`src/rtl/lc3b_types.sv`:
```
// Shared LC-3b types: word, cache line and the physical-memory arbiter state.
package lc3b_types;

    typedef logic [15:0]  lc3b_word;
    typedef logic [127:0] lc3b_cacheline;

    typedef enum logic [1:0] {
        IDLE,
        SERVE_I,
        SERVE_D
    } arb_state_t;

endpackage

```
`src/rtl/pmem_arbiter_sat_counter.sv`:
```
// Saturating up-counter: counts inc pulses and sticks at all-ones.
module sat_counter #(
    parameter int W = 16
) (
    input  logic         clk,
    input  logic         rst_n,
    input  logic         inc,
    output logic [W-1:0] count
);

    always_ff @(posedge clk or negedge rst_n) begin
        if (!rst_n) begin
            count <= '0;
        end else if (inc && (count != {W{1'b1}})) begin
            count <= count + 1'b1;
        end
    end

endmodule

```
`src/rtl/pmem_arbiter.sv`:
```
// Shares one physical memory port between the instruction and data caches.
// Define PMEM_ARB_ROUND_ROBIN_EN to alternate simultaneous requests; otherwise d always wins.
module pmem_arbiter
    import lc3b_types::*;
#(
    parameter int CNT_W = 16
) (
    input  logic                 clk,
    input  logic                 rst_n,
    input  logic                 i_read,
    input  logic                 i_write,
    input  lc3b_word             i_address,
    input  lc3b_cacheline        i_wdata,
    output logic                 i_resp,
    output lc3b_cacheline        i_rdata,
    input  logic                 d_read,
    input  logic                 d_write,
    input  lc3b_word             d_address,
    input  lc3b_cacheline        d_wdata,
    output logic                 d_resp,
    output lc3b_cacheline        d_rdata,
    output logic                 pmem_read,
    output logic                 pmem_write,
    output lc3b_word             pmem_address,
    output lc3b_cacheline        pmem_wdata,
    input  logic                 pmem_resp,
    input  lc3b_cacheline        pmem_rdata,
    output logic [CNT_W-1:0]     i_grants,
    output logic [CNT_W-1:0]     d_grants
);

    arb_state_t state_reg, state_next;
    logic       i_pending, d_pending, d_wins;

    assign i_pending = i_read | i_write;
    assign d_pending = d_read | d_write;

`ifdef PMEM_ARB_ROUND_ROBIN_EN
    // Set when d was the most recent requester to complete.
    logic last_d_reg;

    always_ff @(posedge clk or negedge rst_n) begin
        if (!rst_n) begin
            last_d_reg <= 1'b0;
        end else if (i_resp || d_resp) begin
            last_d_reg <= d_resp;
        end
    end

    assign d_wins = ~last_d_reg;
`else
    assign d_wins = 1'b1;
`endif

    always_ff @(posedge clk or negedge rst_n) begin
        if (!rst_n) begin
            state_reg <= IDLE;
        end else begin
            state_reg <= state_next;
        end
    end

    always_comb begin
        state_next   = state_reg;
        pmem_read    = 1'b0;
        pmem_write   = 1'b0;
        pmem_address = '0;
        pmem_wdata   = '0;
        i_resp       = 1'b0;
        i_rdata      = '0;
        d_resp       = 1'b0;
        d_rdata      = '0;
        case (state_reg)
            IDLE: begin
                // pmem_resp is deliberately ignored here.
                if (i_pending && d_pending) begin
                    state_next = d_wins ? SERVE_D : SERVE_I;
                end else if (d_pending) begin
                    state_next = SERVE_D;
                end else if (i_pending) begin
                    state_next = SERVE_I;
                end
            end
            SERVE_I: begin
                // A simultaneous read+write is forwarded as the write only.
                pmem_write   = i_write;
                pmem_read    = i_read & ~i_write;
                pmem_address = i_address;
                pmem_wdata   = i_wdata;
                if (pmem_resp) begin
                    i_resp     = 1'b1;
                    i_rdata    = pmem_rdata;
                    state_next = IDLE;
                end
            end
            SERVE_D: begin
                pmem_write   = d_write;
                pmem_read    = d_read & ~d_write;
                pmem_address = d_address;
                pmem_wdata   = d_wdata;
                if (pmem_resp) begin
                    d_resp     = 1'b1;
                    d_rdata    = pmem_rdata;
                    state_next = IDLE;
                end
            end
            default: state_next = IDLE;
        endcase
    end

    sat_counter #(.W(CNT_W)) u_i_grants (
        .clk   (clk),
        .rst_n (rst_n),
        .inc   (i_resp),
        .count (i_grants)
    );

    sat_counter #(.W(CNT_W)) u_d_grants (
        .clk   (clk),
        .rst_n (rst_n),
        .inc   (d_resp),
        .count (d_grants)
    );

endmodule

```
`config.mk`:
```
export PLATFORM = sky130hd
export DESIGN_NAME = pmem_arbiter
export DESIGN_NICKNAME = d
export VERILOG_FILES = /design/src/rtl/lc3b_types.sv /design/src/rtl/pmem_arbiter_sat_counter.sv /design/src/rtl/pmem_arbiter.sv
export SDC_FILE = /design/constraint.sdc
export NUM_CORES = 1
export LEC_CHECK = 0
export CAP_MARGIN = 30
export CORE_AREA = 2 2 332 334
export CTS_BUF_LIST = sky130_fd_sc_hd__clkbuf_4
export CTS_CLUSTER_SIZE = 14
export DETAILED_ROUTE_END_ITERATION = 7
export DIE_AREA = 0 0 334 336
export GPL_TIMING_DRIVEN = 0
export REMOVE_ABC_BUFFERS = 1
export SYNTH_ARGS = -nofsm -noshare
export SYNTH_HDL_FRONTEND = slang
export SYNTH_SLANG_ARGS = --single-unit
```
`constraint.sdc`:
```
create_clock -name clk -period 3.6 [get_ports clk]
set_input_delay 0.72 -clock clk [delete_from_list [all_inputs] [get_ports clk]]
set_output_delay 0.72 -clock clk [all_outputs]
set_load 0.005 [all_outputs]
```
==> impl_metrics.py <==
metrics = {
    "run_status": {
        "status": "complete, no violations",
    },
    "route": {
        "top_layer": "met5",
        "wl_met3_um": 10200,
        "met2WireLength_um": 40100,
        "met1_length_um": 33000,
        "post_drt_wl_per_cell_um": 28.3,
        "drt_iter0_markers": 698,
        "final_antenna_net_count": 0,
        "via_per_inst": 3.47,
        "wl_um": 86200,
        "num_vias": 10558,
        "drc_errors": 0,
        "dr.pass1.iters": 5,
    },
    "critical_path": {
        "critPathKind": "register to output pin",
        "end_kind": "output pin",
        "cpLargestDelayFamily": "buffers and inverters",
        "worstPathCellList": "inv_2, ha_4, buf_4, buf_16, a22oi_1, nor2b_1, dlygate4sd2_1",
        "cp-start-kind": "register",
        "cp_slowest_cell": "dlygate4sd2_1",
        "slowest_delay_ns": 0.69,
        "path_buf_inv": 4,
        "critical_path.max_fanout": 86,
        "crit_required_ns": 2.88,
        "critPathArrivalTime_ns": 2.74,
    },
    "timing": {
        "clock.fmax_mhz": 289,
        "worst_pin_slew_ns": 0.869,
        "min_period_over_period": 0.962,
        "hold_violations": 0,
        "period_minus_slack_ns": 3.46,
        "holdWs_ns": 0.478,
        "worst_slack_ns": 0.138,
        "rsz0062_at_grt": "no",
        "slew_viol_final": 0,
        "relSlewSlack": 0.421,
        "setup_viol": 0,
        "skew_ns": 0.00912,
        "setup-tns-final_ns": 0,
    },
    "final_layout": {
        "post-route-util": 0.151,
        "drive_gt1_frac": 0.0336,
        "fillers": 12290,
        "seqCellArea_um2": 851,
        "multi_input_area_mm2": 0.00466,
        "syn2layout_area_growth_pct": 178,
        "nets": 2036,
        "stdcell_area_mm2": 0.0164,
    },
    "cts": {
        "cts-root-buf": "clkbuf_4",
        "clock_sinks": 34,
        "cts_buffers": 5,
        "cts_buffer_depth": 2,
        "clock_latency_ns": 0.35,
        "htree_levels": 2,
        "cts_tree": "built",
        "path_clk_slew_ns": 0.10,
    },
    "floorplanning": {
        "core_mm2": 0.108,
        "die-area_mm2": 0.112,
        "start_util": 0.0544,
        "dieHeight_um": 336,
        "rows": 121,
        "die_x_um": 334,
        "ios": 859,
    },
    "grt": {
        "grt_pass1_wl_um": 104000,
        "grt_overflow": 0,
        "antenna_found_initial": 143,
        "grt_max_degree": 141,
        "grt_pass1_vias": 9368,
        "grt_use_total": 0.142,
    },
    "place": {
        "place_ws_ns": -0.0627,
        "gp_congestion": 0.863,
        "port_buffers": 858,
        "hpwl_um": 75700,
        "placedInstanceArea_mm2": 0.0161,
    },
    "yosys": {
        "seq_area_frac_synth": 0.144,
        "yosysMostFrequentCell": "and3_1",
        "synth_seq_cells": 34,
        "synthArstFlopShare": 1.00,
        "syn-instance-count": 824,
        "syn_area_mm2": 0.00590,
        "yosys-top-cells-area": "and3_1, a22oi_1, nor2b_1",
        "synth_edf_count": 0,
        "synthDistinctLibCells": 46,
        "ys.flop_type": "dfrtp_1",
        "synth_common_cells": "and3_1, nor2b_1, a22oi_1",
        "synth_area_leader_cell": "and3_1",
        "syn_area_per_cell_um2": 7.15,
        "synth_warnings": 0,
        "synth_largest_type_area_fraction": 0.274,
    },
    "worst_hold_path": {
        "hold_path.class": "primary input to async pin",
    },
    "power": {
        "vdd_drop_max_uv": 478,
        "power.leakage_nw": 6.33,
        "p_per_area_mw_per_mm2": 428,
    },
    "flow_run": {
        "drv_cap": 0,
    },
}
==> worst reg2reg max path: cells and delay by family (launching register included) <==
kind	cells	cell delay, ns
xor gates and xnor gates	1	0.17
buffers and inverters	2	0.46
adders and majority gates	1	0.23
DFF	1	0.48
and+or+nand+nor	3	0.85
==> through the flow <==
| step | total power, mW | std cells |
|---|---|---|
| after global placement | 5.02 | 2990 |
| after CTS | 6.97 | 3014 |
| after floorplan | 2.85 | 718 |
| after global routing | 7.45 | 3027 |
| after detailed placement | 6.49 | 2998 |
| final | 7.02 | 3047 |
==> power by group <==
| group | switching [mW] | internal [mW] |
|---|---|---|
| clock | 0.125 | 0.0886 |
| sequential | 0.111 | 0.441 |
| combinational | 2.90 | 3.36 |
==> worst paths after layout <==
check                               startpoint                   end  slack [ns]  depth (start not counted)
setup / recovery                  state_reg[0]      pmem_address[13]        0.14                          7
min in group clk           u_i_grants.count[0]   u_i_grants.count[0]        0.54                          1
setup reg to reg                  state_reg[1]  u_i_grants.count[10]        1.33                          7
hold / removal                           rst_n  u_d_grants.count[14]        0.48                          1
max in group asynchronous                rst_n  u_i_grants.count[12]        2.57                          1
hold reg to reg            u_i_grants.count[0]   u_i_grants.count[0]        0.54                          1
==> routing by layer <==
layer | GRT usage | vias up
met2 | 0.240 | 707
met1 | 0.165 | 4890
met3 | 0.0682 | 229
li1 | - | 4628
met4 | 0.0238 | 104
met5 | 0 | -
==> cell type report <==
type                            instances  share of cell area
Antenna cell                           27             0.00412
Clock buffer                            7             0.00320
Inverter                                4            0.000915
Multi-Input combinational cell        680               0.284
Sequential cell                        34              0.0519
Tap cell                             1414               0.108
Timing Repair Buffer                  881               0.548
==> layout by cell type, fill, tap and decap left out, types with 3 or more instances in the layout <==
cell / count
a21oi_1: 6
a22oi_1: 145
and3_1: 258
buf_16: 8
buf_4: 9
clkbuf_4: 7
clkdlybuf4s50_1: 842
dfrtp_1: 34
diode_2: 27
dlygate4sd2_1: 12
ha_1: 3
ha_4: 4
nand2_1: 15
nand3_1: 8
nand4_1: 6
nand4_4: 3
nor2_1: 15
nor2b_1: 148
nor3_1: 7
nor4_1: 4
xnor2_1: 9
xor2_1: 15
==> kinds of logic (layout without fill, tap and decap cells) <==
kind of cell             count (synthesis)  in the layout  synth area share
other                                    0             27                 0
buffers and inverters                  110            892            0.0730
adder cells (fa/ha/maj)                  7              7            0.0149
AND/OR/NAND/NOR                        485            485             0.520
multiplexers                             3              3           0.00637
AO/OA/AOI/OAI                          161            161             0.206
XOR/XNOR                                24             24            0.0357
flip-flops                              34             34             0.144
==> timing repair <==
action	4_1_cts	5_1_grt
gates cloned	2	1
pin swaps	2	1
resized for setup	13	5
hold buffers	0	0
endpoints found under the setup margin	128	22
setup buffers	7	5
Note: power is estimated with default switching activity, not from simulation.
